[config.mk]
export PLATFORM = sky130hd
export DESIGN_NAME = lopd_rr_arbiter
export DESIGN_NICKNAME = d
export VERILOG_FILES = /design/src/rtl/lopd_arb_pkg.sv /design/src/rtl/lopd.sv /design/src/rtl/rr_grant.sv /design/src/rtl/lopd_rr_arbiter.sv
export SDC_FILE = /design/constraint.sdc
export NUM_CORES = 1
export LEC_CHECK = 0
export ABC_AREA = 1
export CORE_MARGIN = 2
export CORE_UTILIZATION = 47
export DETAILED_ROUTE_END_ITERATION = 8
export PLACE_DENSITY = 0.9
export SYNTH_ARGS = -nofsm -noshare
export SYNTH_HDL_FRONTEND = slang
export SYNTH_HIERARCHICAL = 1
export SYNTH_SLANG_ARGS = --single-unit
[constraint.sdc]
create_clock -name i_clk -period 5.2 [get_ports i_clk]
set_input_delay 0.52 -clock i_clk [delete_from_list [all_inputs] [get_ports i_clk]]
set_output_delay 0.52 -clock i_clk [all_outputs]
set_load 0.02 [all_outputs]
[src/rtl/lopd_arb_pkg.sv]
// Shared types and constants for the round-robin leading-one detector arbiter.
// lopd_res_t matches the default build (I_W=16, N_REQ=4).
package lopd_arb_pkg;

  localparam int I_W_DEF     = 16;
  localparam int N_REQ_DEF   = 4;
  localparam int STALL_CNT_W = 16;

  function automatic int id_width(input int n);
    return (n > 1) ? $clog2(n) : 1;
  endfunction

  localparam int ID_W_DEF = id_width(N_REQ_DEF);
  localparam int P_W_DEF  = $clog2(I_W_DEF);

  typedef struct packed {
    logic [ID_W_DEF-1:0] id;
    logic [P_W_DEF-1:0]  pos;
    logic [I_W_DEF-1:0]  norm;
    logic                zero;
  } lopd_res_t;

endpackage

[src/rtl/lopd.sv]
// Leading-one position detector: index of the highest set bit, zero flag for an all-zero operand.
module lopd #(
  parameter int I_W = 16,
  parameter int P_W = $clog2(I_W)
) (
  input  logic [I_W-1:0] i_data,
  output logic [P_W-1:0] o_pos,
  output logic           o_zero
);

  always_comb begin
    o_pos  = '0;
    o_zero = (i_data == '0);
    for (int i = 0; i < I_W; i++) begin
      if (i_data[i]) o_pos = P_W'(i);
    end
  end

endmodule

[src/rtl/rr_grant.sv]
// Combinational round-robin pick: first valid requester at or above the pointer, wrapping modulo N_REQ.
module rr_grant #(
  parameter int N_REQ = 4,
  parameter int ID_W  = 2
) (
  input  logic [N_REQ-1:0] i_valid,
  input  logic [ID_W-1:0]  i_ptr,
  input  logic             i_en,
  output logic [N_REQ-1:0] o_grant,
  output logic [ID_W-1:0]  o_idx,
  output logic             o_any
);

  int k;

  always_comb begin
    o_grant = '0;
    o_idx   = '0;
    o_any   = 1'b0;
    k       = 0;
    // Scan from the farthest offset down so the nearest valid requester wins last.
    if (i_en) begin
      for (int off = N_REQ - 1; off >= 0; off--) begin
        k = (int'(i_ptr) + off) % N_REQ;
        if (i_valid[k]) begin
          o_grant    = '0;
          o_grant[k] = 1'b1;
          o_idx      = ID_W'(k);
          o_any      = 1'b1;
        end
      end
    end
  end

endmodule

[src/rtl/lopd_rr_arbiter.sv]
// Round-robin arbiter sharing one lopd among N_REQ requesters; registered, ID-tagged result.
// Build option LOPD_ARB_STALL_CNT_EN adds a saturating output-stall counter on o_stall_cnt.
module lopd_rr_arbiter
  import lopd_arb_pkg::*;
#(
  parameter  int I_W   = 16,
  parameter  int N_REQ = 4,
  localparam int ID_W  = id_width(N_REQ),
  localparam int P_W   = $clog2(I_W)
) (
  input  logic                   i_clk,
  input  logic                   i_rstn,
  input  logic [N_REQ-1:0]       i_req_valid,
  input  logic [N_REQ*I_W-1:0]   i_req_data,
  output logic [N_REQ-1:0]       o_req_ready,
  output logic                   o_res_valid,
  input  logic                   i_res_ready,
  output logic [ID_W-1:0]        o_res_id,
  output logic [P_W-1:0]         o_res_pos,
  output logic [I_W-1:0]         o_res_norm,
  output logic                   o_res_zero,
  output logic [STALL_CNT_W-1:0] o_stall_cnt
);

  typedef struct packed {
    logic [ID_W-1:0] id;
    logic [P_W-1:0]  pos;
    logic [I_W-1:0]  norm;
    logic            zero;
  } res_t;

  res_t            res_q, res_d;
  logic            res_valid_q, res_valid_d;
  logic [ID_W-1:0] ptr_q, ptr_d;

  logic             can_accept;
  logic             grant_en;
  logic             grant_any;
  logic [N_REQ-1:0] grant;
  logic [ID_W-1:0]  grant_idx;
  logic [I_W-1:0]   op;
  logic [P_W-1:0]   op_pos;
  logic             op_zero;
  logic [P_W-1:0]   shamt;

  assign can_accept = !res_valid_q || i_res_ready;
  // No grant may escape while reset is held, even though the result register is already empty.
  assign grant_en   = can_accept && i_rstn;

  rr_grant #(
    .N_REQ (N_REQ),
    .ID_W  (ID_W)
  ) u_rr_grant (
    .i_valid (i_req_valid),
    .i_ptr   (ptr_q),
    .i_en    (grant_en),
    .o_grant (grant),
    .o_idx   (grant_idx),
    .o_any   (grant_any)
  );

  assign o_req_ready = grant;
  assign op          = i_req_data[grant_idx*I_W +: I_W];

  lopd #(
    .I_W (I_W),
    .P_W (P_W)
  ) u_lopd (
    .i_data (op),
    .o_pos  (op_pos),
    .o_zero (op_zero)
  );

  assign shamt = P_W'(I_W - 1) - op_pos;

  always_comb begin
    res_d       = res_q;
    res_valid_d = res_valid_q;
    ptr_d       = ptr_q;
    if (grant_any) begin
      res_d.id    = grant_idx;
      res_d.pos   = op_pos;
      res_d.norm  = op << shamt;
      res_d.zero  = op_zero;
      res_valid_d = 1'b1;
      ptr_d       = (grant_idx == ID_W'(N_REQ - 1)) ? '0 : grant_idx + 1'b1;
    end else if (i_res_ready) begin
      res_valid_d = 1'b0;
    end
  end

  always_ff @(posedge i_clk or negedge i_rstn) begin
    if (!i_rstn) begin
      res_q       <= '0;
      res_valid_q <= 1'b0;
      ptr_q       <= '0;
    end else begin
      res_q       <= res_d;
      res_valid_q <= res_valid_d;
      ptr_q       <= ptr_d;
    end
  end

  assign o_res_valid = res_valid_q;
  assign o_res_id    = res_q.id;
  assign o_res_pos   = res_q.pos;
  assign o_res_norm  = res_q.norm;
  assign o_res_zero  = res_q.zero;

`ifdef LOPD_ARB_STALL_CNT_EN
  logic [STALL_CNT_W-1:0] stall_cnt_q, stall_cnt_d;

  always_comb begin
    stall_cnt_d = stall_cnt_q;
    if (res_valid_q && !i_res_ready && (stall_cnt_q != '1)) stall_cnt_d = stall_cnt_q + 1'b1;
  end

  always_ff @(posedge i_clk or negedge i_rstn) begin
    if (!i_rstn) stall_cnt_q <= '0;
    else         stall_cnt_q <= stall_cnt_d;
  end

  assign o_stall_cnt = stall_cnt_q;
`else
  assign o_stall_cnt = '0;
`endif

endmodule
==> results of run 1 <==
[placed cells by master, fill, tap and decap left out, types with 2 or more instances in the layout]
master and count:
nand2_1 197, clkdlybuf4s50_1 98, nand3_1 91, inv_1 38
nand2_2 34, dfrtp_1 26, nand3_2 19, nor2_1 17
conb_1 16, inv_2 11, ha_1 9, and2_4 8
o21ai_0 8, buf_4 6, clkbuf_8 3, nand3_4 3
nand2_4 3, inv_4 2, o31ai_1 2, nor2_2 2
a21oi_1 2, nor4_1 2, nor3_1 2
[tightest hold or removal path, stage by stage (launching register included)]
cell	delay, ns
dfrtp_1	0.34
nand2_1	0.06
nand2_1	0.05
[state kept, by name (all words and copies together) (netlist names)]
register,cells
o_res_norm,16
o_res_pos,4
o_res_id,2
ptr_q,2
o_res_valid,1
o_res_zero,1
[worst paths after layout]
check                                             end
setup / recovery           o_res_norm[14]$_DFFE_PN0P_
hold / removal               o_res_pos[3]$_DFFE_PN0P_
setup reg to reg           o_res_norm[14]$_DFFE_PN0P_
hold reg to reg              o_res_pos[3]$_DFFE_PN0P_
max in group asynchronous     o_res_valid$_DFFE_PN0P_
min in group asynchronous  o_res_norm[11]$_DFFE_PN0P_
[area by class of cell]
| cell class | count | area (um2) | share of cell area [%] |
|---|---|---|---|
| Multi-Input combinational cell | 424 | 2170 | 50.9 |
| Timing Repair Buffer | 104 | 1030 | 24.1 |
| Sequential cell | 26 | 651 | 15.3 |
| Inverter | 54 | 224 | 5.26 |
| Tap cell | 96 | 120 | 2.82 |
| Clock buffer | 3 | 41.3 | 0.969 |
| Clock inverter | 1 | 30.0 | 0.705 |
[kinds of logic (layout without fill, tap and decap cells)]
| family | count (synthesis) | after routing | synth area share (%) |
|---|---|---|---|
| AOI/OAI and AO/OA | 18 | 18 | 3.27 |
| other | 1 | 16 | 0.114 |
| DFF | 26 | 26 | 19.8 |
| and+or+nand+nor | 381 | 381 | 57.1 |
| buffers and inverters | 94 | 162 | 16.3 |
| adders and majority gates | 9 | 9 | 3.43 |
[per-layer routing]
metal  routed length [um]  track usage [%]
met1                 3370             27.2
met2                 4680             43.7
met3                  382             2.36
met4                  126             6.99
met5                    0                0
[stage by stage]
stage	area, um2	setup slack, ns	hold slack (ns)	cells
floorplan	3340	1.39	0.224	544
global placement	4180	0.570	0.457	704
detailed placement	4180	0.405	0.461	704
CTS	4250	0.383	0.480	708
global route	4260	0.0785	0.520	708
finish	4260	0.437	0.480	708
[power by group]
part	internal (uW)	leakage, uW	switching (uW)
logic	808	0.00180	1380
registers	294	0.000322	61.6
clock network	103	0.0000357	61.0
[timing repair]
| action | 4_1_cts | 5_1_grt |
|---|---|---|
| setup buffers | 0 | 0 |
| setup endpoints to repair | 0 | 10 |
| gates resized for setup | 0 | 2 |
==> qor.txt, run 1 <==
Die area - 0.00768 mm2
Cell with the most instances after synthesis - nand2_1
Final period utilization - 91.6%
Fmax - 210 MHz
Total of max-cap violations - 0
CP Data Required Time - 5.36 ns
Net count reported at finish - 693
Critical Path Source Type - register
Root Driver - clkbuf_8
Synth cell count leaders - 197 x nand2_1, 91 x nand3_1, 39 x inv_1
Critical Path Fanout Max - 24
CTS clk-pin slew, worst paths - 0.08 ns
Clk sink count - 26
FF-to-FF path depth - 37
Number of synthesized flops with an enable pin - 0
Final Hold Vio Count - 0
PD cells - 635 mW/mm2
DRC Markers - 0
Final setup violation count - 0
WS Path Type - register to register
Reg2reg start - ptr_q[1]$_DFFE_PN0P_
Cells after Synth - 529
Post-route ant nets - 0
I/O Pins - 115
Power, Total - 2710 uW
Yosys cell types - 36
Critical Path Stages - 37
Row count - 30
Leak - 0.00216 uW
DRT Pass-1 Iters - 5
GRT Util Overall - 23.1%
Crit path top cell by count - nand2_1
HPWL after detailed placement - 7010 um
Clock skew - 0.00836 ns
Top cells by area, synth - nand2_1 23%, dfrtp_1 20%, nand3_1 14%
Vias in the first global route - 3463
Cts bufs inserted - 3
CP startpoint - ptr_q[1]$_DFFE_PN0P_
Post-Route Setup TNS - 0 ns
CP Capture Type - register
Final min period - 4.76 ns
Crit path buf inv count - 5
Layout Utilization - 62.7%
CTS tree - done
Worst skew pair latency - 0.27 ns
CP delay by family, top - simple AND/OR/NAND/NOR gates
Area leader, netlist - nand2_1
Status - finished, final reports clean
Port bufs - 98
Critical path's slowest cell - dfrtp_1
Worst path max stage delay - 0.56 ns
Routed vias/inst - 5.03
Synthesized area - 0.00329 mm2
Slew @ Worst Pin - 0.847 ns
Seq cells post-synth - 26
Pin count of the biggest net entering global routing - 34
Top-area cell type share of the netlist area - 22.5%
Async SR Flop Fraction - 100%
Layout cell share with drive strength beyond 1 - 16.0%
Die X-Extent - 87.6 um
GP Congestion - 0.950
First-pass GRT wire length - 14700 um
Hold path depth - 2
Initial antenna violation count - 0
Die Height - 87.6 um
Detailed Route WL - 8560 um
Most used DFF post-synth - dfrtp_1
Initial Utilization - 48.4%
Seq/Total Area, Yosys - 19.8%
Htree depth - 1
Final slew viol count - 0
HP Start - o_res_pos[3]$_DFFE_PN0P_
DR vias - 3560
Max-slew headroom - 43.5%
Arrival time worst endpoint - 4.92 ns
GR Overflow Total - 0
VDD IR max - 0.000310 V
Layout fillers - 639
Diodes inserted - 0
Core ar. - 0.00679 mm2
Total of warnings raised by yosys - 6
CTS max path bufs - 2
Hold crit path type - register to register
Area grow syn2layout - 29.7%
DR iter-0 viols - 253
Hold_buf cts - 0
RSZ-0062 raised after global routing - no
Post-Syn Area per Cell - 6.21 um2
DR WL/cell - 12.1 um
Flop-to-flop setup slack - 0.44 ns
No activity file was read; power rests on OpenSTA's default activity.
==> run 2, diff against run 1 <==
Settings changed: CAP_MARGIN set to 20, CORE_MARGIN 2 to 5, REMOVE_ABC_BUFFERS set to 1.
==> qor.txt, run 2 (synthesis results as in run 1) <==
Slew @ Worst Pin - 0.916 ns (was 0.847 ns)
GRT Util Overall - 21.4% (was 23.1%)
Reg-to-reg endpoint - o_res_norm[14]$_DFFE_PN0P_ (unchanged)
Layout fillers - 620 (was 639)
Commonest cells after routing, fill and taps aside - 197 x nand2_1, 98 x clkdlybuf4s50_1, 91 x nand3_1, 38 x inv_1, 34 x nand2_2 (unchanged)
Cts bufs inserted - 3 (unchanged)
Total of max-cap violations - 0 (unchanged)
DR vias - 3604 (was 3560)
DRT Pass-1 Iters - 5 (unchanged)
Max-slew headroom - 38.8% (was 43.5%)
Post-route ant nets - 0 (unchanged)
Hold crit path type - register to register (unchanged)
Row count - 30 (unchanged)
HP Start - o_res_zero$_DFFE_PN0P_ (was o_res_pos[3]$_DFFE_PN0P_)
FF-to-FF path depth - 34 (was 37)
GR Overflow Total - 0 (unchanged)
Area grow syn2layout - 29.7% (unchanged)
CTS tree - done (unchanged)
Layout cell share with drive strength beyond 1 - 16.0% (unchanged)
First-pass GRT wire length - 15600 um (was 14700 um)
CP Capture Type - register (unchanged)
DRC Markers - 0 (unchanged)
CTS max path bufs - 2 (unchanged)
PD cells - 642 mW/mm2 (was 635 mW/mm2)
I/O Pins - 115 (unchanged)
Flop-to-flop setup slack - 0.53 ns (was 0.44 ns)
Initial Utilization - 48.4% (unchanged)
DR iter-0 viols - 248 (was 253)
Die X-Extent - 93.6 um (was 87.6 um)
VDD IR max - 0.000240 V (was 0.000310 V)
Final period utilization - 89.8% (was 91.6%)
Fin Hold WS - 0.480 ns (about the same)
RSZ-0062 raised after global routing - no (unchanged)
Die Height - 93.6 um (was 87.6 um)
Final Hold Vio Count - 0 (unchanged)
Net count reported at finish - 693 (unchanged)
Htree depth - 1 (unchanged)
Arrival time worst endpoint - 4.84 ns (was 4.92 ns)
Final setup violation count - 0 (unchanged)
Clock skew - 0.00801 ns (was 0.00836 ns)
Port bufs - 98 (unchanged)
Pin count of the biggest net entering global routing - 34 (unchanged)
Vias in the first global route - 3479 (was 3463)
Critical path's slowest cell - dfrtp_1 (unchanged)
HPWL after detailed placement - 7530 um (was 7010 um)
Post-Route Setup TNS - 0 ns (unchanged)
Worst skew pair latency - 0.28 ns (was 0.27 ns)
DR WL/cell - 13.3 um (was 12.1 um)
Leak - 0.00216 uW (about the same)
Hold path depth - 2 (unchanged)
Commonest non-fill, non-tap cell in the layout - nand2_1 (unchanged)
Crit path top cell by count - nand2_1 (unchanged)
CP Data Required Time - 5.37 ns (was 5.36 ns)
Hold Path End - o_res_zero$_DFFE_PN0P_ (was o_res_pos[3]$_DFFE_PN0P_)
CTS clk-pin slew, worst paths - 0.09 ns (was 0.08 ns)
Status - finished, final reports clean (unchanged)
Routed vias/inst - 5.09 (was 5.03)
GP Congestion - 0.984 (was 0.950)
Diodes inserted - 0 (unchanged)
Clk sink count - 26 (unchanged)
Root Driver - clkbuf_8 (unchanged)
Fmax - 214 MHz (was 210 MHz)
Reg2reg start - ptr_q[0]$_DFFE_PN0P_ (was ptr_q[1]$_DFFE_PN0P_)
Detailed Route WL - 9410 um (was 8560 um)
Initial antenna violation count - 0 (unchanged)
Max reg flops - 16 (unchanged)
Final slew viol count - 0 (unchanged)
Worst path max stage delay - 0.67 ns (was 0.56 ns)
Critical Path Source Type - register (unchanged)
Core ar. - 0.00679 mm2 (unchanged)
Die area - 0.00876 mm2 (was 0.00768 mm2)
Layout Utilization - 62.7% (unchanged)
WS Path Type - register to register (unchanged)
Critical Path Fanout Max - 24 (unchanged)
Final min period - 4.67 ns (was 4.76 ns)
## run 2: stage by stage
step	area (um2)	total power, uW	cells	setup slack [ns]
floorplan	3030	1910	504	0.225
global placement	4190	2480	704	0.633
detailed placement	4190	2530	704	0.510
CTS	4260	2720	708	0.456
global route	4260	3010	708	0.0182
finish	4260	2730	708	0.528
## run 2: timing repair
| action | in CTS | in global routing |
|---|---|---|
| resized for setup | 0 | 1 |
| setup endpoints to repair | 0 | 3 |
| hold buffers | 0 | 0 |
| setup buffers | 0 | 0 |
## run 2: worst max path at each step
stage / start / end / depth (start not counted)
after detailed placement: ptr_q[0]$_DFFE_PN0P_ / o_res_norm[14]$_DFFE_PN0P_ / 38
final: ptr_q[0]$_DFFE_PN0P_ / o_res_norm[14]$_DFFE_PN0P_ / 34
after global routing: ptr_q[0]$_DFFE_PN0P_ / o_res_norm[14]$_DFFE_PN0P_ / 34
after global placement: i_req_valid[3] / o_res_norm[14]$_DFFE_PN0P_ / 38
after CTS: ptr_q[0]$_DFFE_PN0P_ / o_res_norm[14]$_DFFE_PN0P_ / 38
after floorplan: ptr_q[0]$_DFFE_PN0P_ / o_res_norm[14]$_DFFE_PN0P_ / 38
## run 2: metal layers
metal	vias to the layer above	global-route usage (%)	routed length, um
li1	1799	-	-
met5	-	0	0
met2	144	40.1	4950
met3	22	2.41	548
met4	0	5.17	156
met1	1639	25.8	3760
## run 2: final cells by class
cell class / count / area [um2] / share of cell area, %
clock buffer: 3 / 41.3 / 0.969
multi-input combinational: 424 / 2170 / 50.9
tap: 96 / 120 / 2.82
inverter: 54 / 224 / 5.26
clock inverter: 1 / 30.0 / 0.705
sequential: 26 / 651 / 15.3
timing repair buffer: 104 / 1030 / 24.1
## run 2: worst max-delay path: cells and delay by family (launching register included)
kind,cells,cell delay (ns)
simple gates,27,2.13
fa+ha+maj,1,0.39
buf+inv,5,0.96
compound gates,1,0.40
flops,1,0.67
## run 2: report_power, final
part	switching, uW	internal, uW
combinational	1390	808
clock	66.6	103
sequential	72.3	294
